--- src/rtl/pipe_skid_stage.sv ---
`default_nettype none
// ============================================================================
// Module   : pipe_skid_stage
// Purpose  : Elastic inter-stage pipeline register. It uses a two-entry
//            main+skid buffer with a valid/ready handshake on both sides, a
//            registered in_ready, a synchronous flush, and destination-register
//            taps for hazard and forwarding logic.
// Options  : PIPE_SKID_STALL_CNT_EN enables a saturating output stall counter.
//            Without it, stall_cnt is tied to zero.
// Revision : 1.0 - initial release
// ============================================================================
module pipe_skid_stage #(
    parameter int DATA_W = 64,
    parameter int RD_W   = 5,
    parameter int CNT_W  = 16
) (
    input  logic              clk,
    input  logic              rst_n,
    input  logic              flush,
    input  logic              in_valid,
    output logic              in_ready,
    input  logic [DATA_W-1:0] in_data,
    input  logic [RD_W-1:0]   in_rd,
    input  logic              in_we,
    output logic              out_valid,
    input  logic              out_ready,
    output logic [DATA_W-1:0] out_data,
    output logic [RD_W-1:0]   out_rd,
    output logic              out_we,
    output logic [RD_W-1:0]   skid_rd,
    output logic              skid_we,
    output logic [CNT_W-1:0]  stall_cnt
);

    // State bits double as the entry valids: bit1 = skid valid, bit0 = main valid.
    typedef enum logic [1:0] {
        ST_EMPTY = 2'b00,
        ST_ONE   = 2'b01,
        ST_FULL  = 2'b11
    } state_t;

    state_t              r_state;
    state_t              w_state_nxt;
    logic                r_in_ready;
    logic [DATA_W-1:0]   r_main_data;
    logic [RD_W-1:0]     r_main_rd;
    logic                r_main_we;
    logic [DATA_W-1:0]   r_skid_data;
    logic [RD_W-1:0]     r_skid_rd;
    logic                r_skid_we;

    logic                w_main_vld;
    logic                w_skid_vld;
    logic                w_in_fire;
    logic                w_load_main_in;
    logic                w_load_main_skid;
    logic                w_load_skid_in;

    assign w_main_vld = r_state[0];
    assign w_skid_vld = r_state[1];
    assign w_in_fire  = in_valid & r_in_ready;

    // Next state and buffer load selects.
    // Flush overrides every transition and suppresses all loads, so the
    // payload fields keep their last values.
    always_comb begin
        w_state_nxt      = r_state;
        w_load_main_in   = 1'b0;
        w_load_main_skid = 1'b0;
        w_load_skid_in   = 1'b0;
        case (r_state)
            ST_EMPTY: begin
                if (w_in_fire) begin
                    w_load_main_in = 1'b1;
                    w_state_nxt    = ST_ONE;
                end
            end
            ST_ONE: begin
                if (w_in_fire && out_ready) begin
                    w_load_main_in = 1'b1;
                end else if (w_in_fire) begin
                    w_load_skid_in = 1'b1;
                    w_state_nxt    = ST_FULL;
                end else if (out_ready) begin
                    w_state_nxt    = ST_EMPTY;
                end
            end
            ST_FULL: begin
                // in_ready is low here, so only the drain path exists.
                if (out_ready) begin
                    w_load_main_skid = 1'b1;
                    w_state_nxt      = ST_ONE;
                end
            end
            default: begin
                w_state_nxt = ST_EMPTY;
            end
        endcase
        if (flush) begin
            w_state_nxt      = ST_EMPTY;
            w_load_main_in   = 1'b0;
            w_load_main_skid = 1'b0;
            w_load_skid_in   = 1'b0;
        end
    end

    // State register. in_ready is registered from the next skid-valid bit,
    // which keeps the ready path free of combinational logic.
    always_ff @(posedge clk or negedge rst_n) begin
        if (!rst_n) begin
            r_state    <= ST_EMPTY;
            r_in_ready <= 1'b1;
        end else begin
            r_state    <= w_state_nxt;
            r_in_ready <= ~w_state_nxt[1];
        end
    end

    // Main entry payload. It is fed from the input, or from the skid entry
    // when the buffer drains.
    always_ff @(posedge clk or negedge rst_n) begin
        if (!rst_n) begin
            r_main_data <= '0;
            r_main_rd   <= '0;
            r_main_we   <= 1'b0;
        end else if (w_load_main_in) begin
            r_main_data <= in_data;
            r_main_rd   <= in_rd;
            r_main_we   <= in_we;
        end else if (w_load_main_skid) begin
            r_main_data <= r_skid_data;
            r_main_rd   <= r_skid_rd;
            r_main_we   <= r_skid_we;
        end
    end

    // Skid entry payload. It captures the input only when main is occupied
    // and blocked.
    always_ff @(posedge clk or negedge rst_n) begin
        if (!rst_n) begin
            r_skid_data <= '0;
            r_skid_rd   <= '0;
            r_skid_we   <= 1'b0;
        end else if (w_load_skid_in) begin
            r_skid_data <= in_data;
            r_skid_rd   <= in_rd;
            r_skid_we   <= in_we;
        end
    end

`ifdef PIPE_SKID_STALL_CNT_EN
    logic [CNT_W-1:0] r_stall_cnt;

    // Count the cycles in which the head is offered but not taken,
    // saturating at all-ones. Flush has no effect on this counter.
    always_ff @(posedge clk or negedge rst_n) begin
        if (!rst_n) begin
            r_stall_cnt <= '0;
        end else if (w_main_vld && !out_ready && (r_stall_cnt != {CNT_W{1'b1}})) begin
            r_stall_cnt <= r_stall_cnt + 1'b1;
        end
    end

    assign stall_cnt = r_stall_cnt;
`else
    assign stall_cnt = '0;
`endif

    assign in_ready  = r_in_ready;
    assign out_valid = w_main_vld;
    assign out_data  = r_main_data;
    assign out_rd    = r_main_rd;
    assign out_we    = r_main_we & w_main_vld;
    assign skid_rd   = r_skid_rd;
    assign skid_we   = r_skid_we & w_skid_vld;

endmodule
`default_nettype wire

--- config.mk ---
export PLATFORM = sky130hd
export DESIGN_NAME = pipe_skid_stage
export DESIGN_NICKNAME = d
export VERILOG_FILES = /design/src/rtl/pipe_skid_stage.sv
export SDC_FILE = /design/constraint.sdc
export NUM_CORES = 1
export LEC_CHECK = 0
export BUFFER_PORTS_ARGS = -buffer_cell sky130_fd_sc_hd__buf_4
export CAP_MARGIN = 20
export CORE_MARGIN = 5
export CORE_UTILIZATION = 55
export CTS_CLUSTER_DIAMETER = 200
export DETAILED_ROUTE_END_ITERATION = 7
export GPL_ROUTABILITY_DRIVEN = 1
export PLACE_DENSITY = 0.81
export SKIP_CTS_REPAIR_TIMING = 1
export SYNTH_ARGS = -nofsm -noshare
export SYNTH_HDL_FRONTEND = slang
export SYNTH_SLANG_ARGS = --single-unit
export TNS_END_PERCENT = 30
--- constraint.sdc ---
create_clock -name clk -period 3.4 [get_ports clk]
set_clock_uncertainty 0.15 [all_clocks]
set_input_delay 0.68 -clock clk [delete_from_list [all_inputs] [get_ports clk]]
set_output_delay 0.68 -clock clk [all_outputs]
set_load 0.005 [all_outputs]
# Word level (Yosys, flattened, before mapping)
# Index checks and enable logic that the tools add are counted.
# totals
reg_bits,143
in_bits,75
output_inout_bits,94
elab_cells,46
# op_classes
eq_ne,6
mux,23
bitwise,4
reduce_logical,4
# ops
operator,n
$mux W64,2
$mux W2,6
$mux W1,11
$mux W5,2
$ne A3 B3 Y1 const B,3
$pmux W2 S3,1
$ne A4 B4 Y1 const B,1
$reduce_and A4 Y1,1
$and A1 B1 Y1,3
$eq A2 B1 Y1 const B,1
$eq A2 B2 Y1 const B,1
$logic_not A2 Y1,1
$pmux W1 S2,1
$reduce_bool A2 Y1,1
$logic_and A1 B1 Y1,1
$not A1 Y1,1

# Depth between registers and ports, before layout
# Gate-level depths: netlist of run 1.
# depth
ltp_word,6
ltp_mapped,6
mapped_depth_nobuf,3

# Least setup slack after synthesis of run 1
# Ideal clock, no wire load.
# synth_path
path_type,input to register
start,input flush
end,"register r_main_data[30], in the netlist out_data[30]"
setup_ns,0.125
arrival_time_ns,1.691
t_required_ns,3.125
path_slack_ns,1.434
path_stages,5
n_path_buf,2
cell_sequence,and4b_1 > buf_6 > buf_6 > mux2_4 > mux2_2
# synth_via
elab_chain_cells,2
word_cells_on_any_way,4
cone_classes,3 x mux; 1 x reduce/logical
# synth_lines
item,line_no,source
start: declaration,19,"input logic flush,"
$mux W1,99,if (flush) begin
$mux W64 or $reduce_bool A2 Y1 (tied branches),n/a,
end signal: assignment,127,r_main_data <= in_data;
end signal: assignment,131,r_main_data <= r_skid_data;
end: declaration,45,logic [DATA_W-1:0] r_main_data;
# Several ways; a longest one is shown, not always the timed one.
# A chain may end at the register's enable or synchronous reset.

# Final worst setup path of run 1
# layout_path
start,"register r_in_ready, in the netlist in_ready"
end,"register r_main_data[18], in the netlist out_data[18]"
# layout_via
elab_chain_cells,6
word_cells_on_any_way,8
cone_classes,5 x mux; 1 x bitwise; 2 x reduce/logical
# layout_lines
item,line_no,source
start: declaration,44,logic r_in_ready;
start signal: assignment,115,r_in_ready <= ~w_state_nxt[1];
$and A1 B1 Y1 (*),61,assign w_in_fire = in_valid & r_in_ready;
$logic_and A1 B1 Y1,79,if (w_in_fire && out_ready) begin
$mux W1,79,
$pmux W1 S2 (*),71,case (r_state)
$mux W1 (*),99,
$mux W64 or $reduce_bool A2 Y1 (tied branches),n/a,
# Every way passes the cells marked *; elsewhere a longest branch is shown, timed or not.

==> metrics list, run 1 <==
* Area of the mapped netlist: 5980 um^2
* Routed via count: approximately 4k
* Global-route wire length before repair: between 20000 and 25000 um
* Maxcap violations: 0
- After legalization and detailed placement, the total HPWL measured approximately 8800 um.
* Ratio of total power to cell area: around 660 nW/um^2
- The number of antenna violations at the first check in global routing was 0.
- The number of cells on the worst reg-to-reg path is 4.
* Data required time at the worst endpoint: between 3 and 4 ns
- Measured along the x axis, the die boundary spans roughly 110 um.
- Cell area after placement: between 7000 and 8000 um^2
* Worst hold path cell count: 2
* Final instance area: about 8000 um^2
- The run finished with clean final reports.
- Vias in the first global route: around 4.1k
* H-tree depth: 4
* Critical path startpoint category: flop
* CTS Buf Count: 17
- The synthesized design spends more area on one cell type than any other, namely sky130_fd_sc_hd__dfrtp_1.
- Diode count: 0
* Remaining antenna violation count: 0
* Floorplan die height: between 100 and 150 um
- Number of flops mapped to enable cells by yosys: 0
- The largest single stage delay on the critical path is between 0.7 and 0.8 ns.
- Number of port buffers: 152
- Sequential fraction of the synthesis area: roughly 60%
- Across every metal layer, demand over resource in global routing totals between 20% and 30%.
- Share of final-layout standard cells stronger than drive strength 1: 38.0%
- IR analysis of the VDD net gives a maximum drop of approximately 380 uV.
- For the worst setup path, the data arrival time is around 2.7 ns.
* Congestion Overflow GR: 0
- Standby leakage power: 3.78 nW
* Clock transition at the registers of the reported paths: about 0.06 ns
* Share of flip-flops with an asynchronous set or reset after synthesis: between 90% and 100%
- The startpoint identified for the worst hold timing path is flush.
- The multi-input combinational cells in the finished layout cover a total of 2120 um^2.
- Drt wl/cell: between 15 and 20 um
- Reg2reg end: out_data[18]
* Initial cell density of the core: 55.7%
- Derived from the worst setup path, the maximum achievable clock frequency is 0.420 GHz.
* Cell types with the highest counts after synthesis: 142 x sky130_fd_sc_hd__dfrtp_1, 70 x sky130_fd_sc_hd__and2_1, 68 x sky130_fd_sc_hd__a221o_1
- Dominant synthesized flop cell: sky130_fd_sc_hd__dfrtp_1
* Worst-path cell with the longest stage delay: sky130_fd_sc_hd__and3_2
- By startpoint and endpoint, the worst setup path is classified as reg2reg.
- The worst hold path terminates at r_state[0].
* Post-layout net count: ~640
- Synthesis produced about 420 cells.
- Routability cong.: between 0.7 and 0.8
- Measured against its own limit, the worst slew margin works out to 35.9%.
- Tcrit/Tclk final: 70.1%
- Wire length after detailed routing: around 14000 um
- Counting the fill cells in the layout gives 706.
* Final number of hold-violating endpoints: 0
- The sequential cells in the finished layout cover a total of approximately 3600 um^2.
* Top cells by area, synth: sky130_fd_sc_hd__dfrtp_1 59%, sky130_fd_sc_hd__a221o_1 11%, sky130_fd_sc_hd__mux2_1 9.6%
- RSZ-0062 raised after global routing: no
- Critical-path cell list: and3b_4, and3_2, buf_4, a221o_1
* Fin worst setup slack: 1.02 ns
- The initialized floorplan defines 38 standard-cell rows.
- Cells fill 72.4% of the core in the end.
* Core ar.: between 10000 and 15000 um^2
- Most frequently used cell type in the post-synthesis netlist: sky130_fd_sc_hd__dfrtp_1
- OpenSTA, run right after detailed placement, puts the worst setup slack at around 0.79 ns.
- For this run, the detailed router's first-pass iteration total came to 4.
- During synthesis, Yosys emitted a total of 0 warnings.
- Count of unresolved DRC violations after routing: 0
- ~170 I/O pins were placed.
* Cell at the root of the clock tree: sky130_fd_sc_hd__clkbuf_8
- Post-synthesis area per instance: around 14 um^2
* Setup slack of the worst register-to-register path: between 1 and 1.5 ns
- The worst setup path is captured at a flop.
- The path class of the tightest hold or removal check is in2reg.
- Endpoints failing setup: 0
- Number of slew-limit violations in the final report: 0
- Once layout is complete, the cells apart from fillers number 719.
* Via count normalized by instance count: 5.58
* Origin of the critical flop-to-flop path: in_ready
- In this run the worst path has a maximum fanout of 38.
- Floorplan die area: approximately 13000 um^2
- Setup_tns: 0 ns
* Shortest clock period the worst path allows after layout: roughly 2.4 ns
- Yosys mapped the design onto 24 distinct sky130hd cell types.
- At the later pin of the worst-skew pair, clock insertion delay measures 0.52 ns.
- Initial DRC Count: ~280
- For the pin with the worst max-slew slack, the measured transition is just under 1 ns.
* Clock sink count: approximately 140
- Layout-stage area growth over the synthesis result: 30.0%
- Total of flip-flops plus latches after synthesis: roughly 140
- Counting along the longest clock path gives a buffer depth of 2.
- Clock tree from TritonCTS: built
- After synthesis, the largest area contributor takes up about three fifths of total cell area.
* Inst Count DP: between 600 and 700
- Entering global routing, the biggest net connects 71 pins.
## metrics by stage
stage / hold WS, ns / power, mW
global placement: 0.315 / 3.03
detailed placement: 0.323 / 3.09
finish: 0.191 / 5.11
floorplan: 0.234 / 2.63
CTS: -0.0222 / 5.16
global route: 0.184 / 5.35
## worst max-delay path, delay by kind of cell (launching register included)
kind	cells	cell delay, ns
AO/OA/AOI/OAI	1	0.21
buffers and inverters	1	0.41
flip-flops	1	0.54
AND/OR/NAND/NOR	2	0.99
## logic make-up (layout without fill, tap and decap cells)
| family | count (synthesis) | count (layout) | synth area share [%] |
|---|---|---|---|
| multiplexers | 74 | 74 | 14.0 |
| other | 1 | 16 | 0.0627 |
| buffers and inverters | 48 | 196 | 5.81 |
| AND/OR/NAND/NOR | 79 | 79 | 8.36 |
| AO/OA/AOI/OAI | 71 | 71 | 11.9 |
| flip-flops | 143 | 143 | 59.8 |
## power by group
| part | internal, mW | switching (mW) | leakage [nW] | total, mW |
|---|---|---|---|---|
| clock | 1.37 | 0.670 | 0.318 | 2.05 |
| sequential | 2.07 | 0.207 | 1.76 | 2.28 |
| combinational | 0.501 | 0.289 | 1.70 | 0.790 |
| total | 3.95 | 1.17 | 3.78 | 5.11 |
## how the worst max path moves through the flow
| stage | start | endpoint | slack [ns] |
|---|---|---|---|
| after floorplan | flush | out_data[30] | 1.43 |
| after global placement | in_valid | out_data[17] | 0.84 |
| after detailed placement | in_valid | out_data[46] | 0.79 |
| after CTS | in_ready | out_data[18] | 1.01 |
| after global routing | in_ready | out_data[44] | 0.93 |
| final | in_ready | out_data[18] | 1.02 |
## layout by cell type (no fill, tap or decap), drive strengths merged, types with 3 or more instances in the layout
cell type	count
a221o	68
bufinv	6
mux2	74
clkbuf	21
buf	161
clkinv	3
conb	16
and2	71
dfrtp	142
## area by class of cell
type / instances / share of cell area [%]
sequential: 143 / 46.0
multi-input combinational: 240 / 27.3
timing repair buffer: 162 / 15.9
clock buffer: 21 / 5.77
clock inverter: 11 / 2.70
tap: 140 / 2.25
inverter: 2 / 0.0965
## registers in the layout, indices dropped and copies added (netlist names)
name / count
skid_rd: 5
r_skid_we: 1
r_main_we: 1
in_ready: 1
r_skid_data: 64
out_data: 64
r_state: 2
out_rd: 5
## layer usage
metal	GRT usage (%)	up-vias	part of all wire [%]
li1	-	1800	-
met1	28.9	2032	41
met2	33.3	154	48
met3	7.56	24	9.0
met4	7.68	0	1.6
met5	0	-	0
Power figures use the tool's default switching activity.
==> run 2, diff against run 1 <==
CORE_UTILIZATION = 47   (was 55)
PLACE_DENSITY = 0.73   (was 0.81)
clock period = 2.1 ns   (was 3.4 ns; I/O delays follow)
==> run 2 against run 1 <==
Core utilization is 10 points lower. Clock-buffer cell count is 5 higher. Critical path type unchanged. First-iteration DRC count is 19% lower. Non-clock buffer count is 6 higher. Register-to-register slack worse by 0.80 ns. Total power is 52% higher. Highest routed layer unchanged. Worst hold slack worse by 0.15 ns. Sequential cell count stayed put.
==> metrics list, run 2 (synthesis results as in run 1) <==
- The number of placed instances, taps included is 724 (+5.5%).
- Drt wl/cell: 17.7 um (-7.3%)
- The required time at the worst-slack endpoint is 2.24 ns (-1.46 ns).
- Compared with the post-synthesis result, the final layout area differs by 31.0%.
- Critical path startpoint category: flop
* Internal power: 5.92 mW (+50%)
- Routability cong.: 0.747 (-1.5%)
- The total number of vias is 4004 (-0.15%).
* Max Fclk: 0.532 GHz (+27%)
- The floorplan die area came to 15100 um^2 (+15%).
- The power share of the sequential group is 47.3% (+2.8 points).
- The core area is 12600 um^2 (+17%).
- Total global-route track usage: 18.5% (-3.2 points)
- The static leakage is 3.79 nW (+0.41%).
- Congestion Overflow GR: 0 (unchanged)
- Switching part of the total power: 23.7% (+0.93 points)
- Setup_tns: 0 ns (unchanged)
- The number of placement rows was 41 (+7.9%).
- The HPWL after detailed placement is 9200 um (+4.2%).
- The die extent in y was 123 um (+7.5%).
* Global-route wire length before repair: 21400 um (-2.9%)
- Pin count of the biggest net entering global routing: 49 (-31%)
- The signal arrival time at the worst endpoint came to 2.02 ns (-0.66 ns).
- The clock network fraction of total power came to 36.1% (-3.9 points).
- Diode count: 0 (unchanged)
- Via count normalized by instance count: 5.29 (-5.2%)
- Peak supply drop: 540 uV (+42%)
- Number of filler cells placed in the layout: 961 (+36%)
- The run finished with clean final reports.
* Worst setup slack after placement: 0.00877 ns (-0.780 ns)
* Remaining antenna violation count: 0 (unchanged)
- The library cell used most frequently in the layout, excluding fill and tap cells, is sky130_fd_sc_hd__buf_4.
- The power share of the combinational group was 16.5% (+1.0 points).
* Initial DRC Count: 224 (-19%)
* Reg2reg end: out_data[31]
- Sw Pwr: 1.84 mW (+58%)
- Maxcap violations: 0 (unchanged)
- Origin of the critical flop-to-flop path: in_ready
- The ratio of total power to cell area was 991 nW/um^2 (+51%).
- Share of final-layout standard cells stronger than drive strength 1: 38.3% (+0.29 points)
- The number of buffers inserted during clock tree synthesis was 17 (unchanged).
- Initial cell density of the core: 47.6% (-8.1 points)
* Maximum clock path buffer count: 2 (unchanged)
* Overall power of the completed layout: 7.77 mW (+52%)
* Final Non-Filler Cells: 757 (+5.3%)
- The number of failing setup endpoints in the final timing report is 0 (unchanged).
- The critical path is of the reg2reg type.
- Initial antenna violation count: 0 (unchanged)
* Number of port buffers: 152 (unchanged)
* Hold Crit Start: flush
- The final setup slack of the worst path was 0.220 ns (-0.798 ns).
- The total I/O pin count was 169 (unchanged).
- Detailed-router iteration count before antenna repair: 4 (unchanged)
- The insertion delay of the later-clocked pin in the worst-skew pair is 0.42 ns (-0.10 ns).
- Clock tree from TritonCTS: built
- The final count of hold timing violations came to 0 (unchanged).
- The library cells used most frequently in the layout, excluding fill and tap cells, are 159 x sky130_fd_sc_hd__buf_4, 142 x sky130_fd_sc_hd__dfrtp_1, 70 x sky130_fd_sc_hd__and2_1.
- RSZ-0062 raised after global routing: no
* Cell at the root of the clock tree: sky130_fd_sc_hd__clkbuf_16
- The worst hold path belongs to the class in2reg.
* Clock transition at the registers of the reported paths: 0.06 ns (about the same)
- The die extent in x was 123 um (+7.5%).
* Critical Path End Type: flop
* Worst hold slack: 0.0415 ns (-0.149 ns)
- Worst hold path cell count: 2 (unchanged)
* Vias in the first global route: 4175 (+0.99%)
* Wire length after detailed routing: 13400 um (-2.4%)
- The critical path starts at in_ready.
* Hold Crit Endpoint: r_state[0]
- Count of unresolved DRC violations after routing: 0 (unchanged)
- The total number of H-tree levels came to 4 (unchanged).
- Setup slack of the worst register-to-register path: 0.22 ns (-0.80 ns)
- The largest fanout on the critical path was 25 (-34%).
* Number of slew-limit violations in the final report: 0 (unchanged)
* Post-layout net count: 647 (+0.94%)
- The portion of the clock cycle consumed by the worst path in the final layout came to 89.5% (+19 points).
- Path depth of the worst reg2reg path: 4 (unchanged)
* Clock sink count: 143 (unchanged)
- Shortest clock period the worst path allows after layout: 1.88 ns (-0.502 ns)
run 2: how the worst max path moves through the flow:
stage,to,slack (ns),depth (start not counted)
detailed placement,r_skid_data[24],0.009,5
floorplan,out_data[30],0.35,5
global placement,r_skid_data[32],0.09,5
CTS,r_skid_data[31],0.11,4
global route,out_data[31],0.20,4
finish,out_data[31],0.22,4
run 2: metal layers:
layer	routed length [um]	global-route usage [%]
met5	0	0
met4	145	6.72
met3	1150	6.22
met2	6240	27.5
met1	5850	25.3
run 2: critical path, cell delays in order (launching register included):
cell,delay [ns]
sky130_fd_sc_hd__dfstp_2,0.54
sky130_fd_sc_hd__and3b_4,0.25
sky130_fd_sc_hd__and3_2,0.26
sky130_fd_sc_hd__buf_12,0.18
sky130_fd_sc_hd__mux2_2,0.35
run 2: layout make-up:
| type | count | area [um^2] | area share [%] |
|---|---|---|---|
| clock buffers | 26 | 499 | 6.37 |
| clock inverters | 6 | 57.6 | 0.734 |
| inverters | 2 | 7.51 | 0.0957 |
| multi-input cells | 240 | 2130 | 27.1 |
| flip-flops and latches | 143 | 3580 | 45.6 |
| well taps | 172 | 215 | 2.74 |
| repair buffers | 168 | 1360 | 17.3 |
run 2: per-stage QoR:
| stage | cell area [um^2] | utilization [%] |
|---|---|---|
| global placement | 7270 | 57.8 |
| finish | 7840 | 62.4 |
| floorplan | 6040 | - |
| detailed placement | 7270 | 57.8 |
| global route | 7840 | 62.4 |
| CTS | 7830 | 62.3 |
run 2: power by group through the flow:
stage	sequential [mW]	combinational (mW)	clock (mW)
finish	3.68	1.29	2.81
CTS	3.68	1.31	2.87
global placement	3.68	1.26	0
floorplan	3.65	0.612	0
global route	3.75	1.41	3.00
detailed placement	3.72	1.31	0
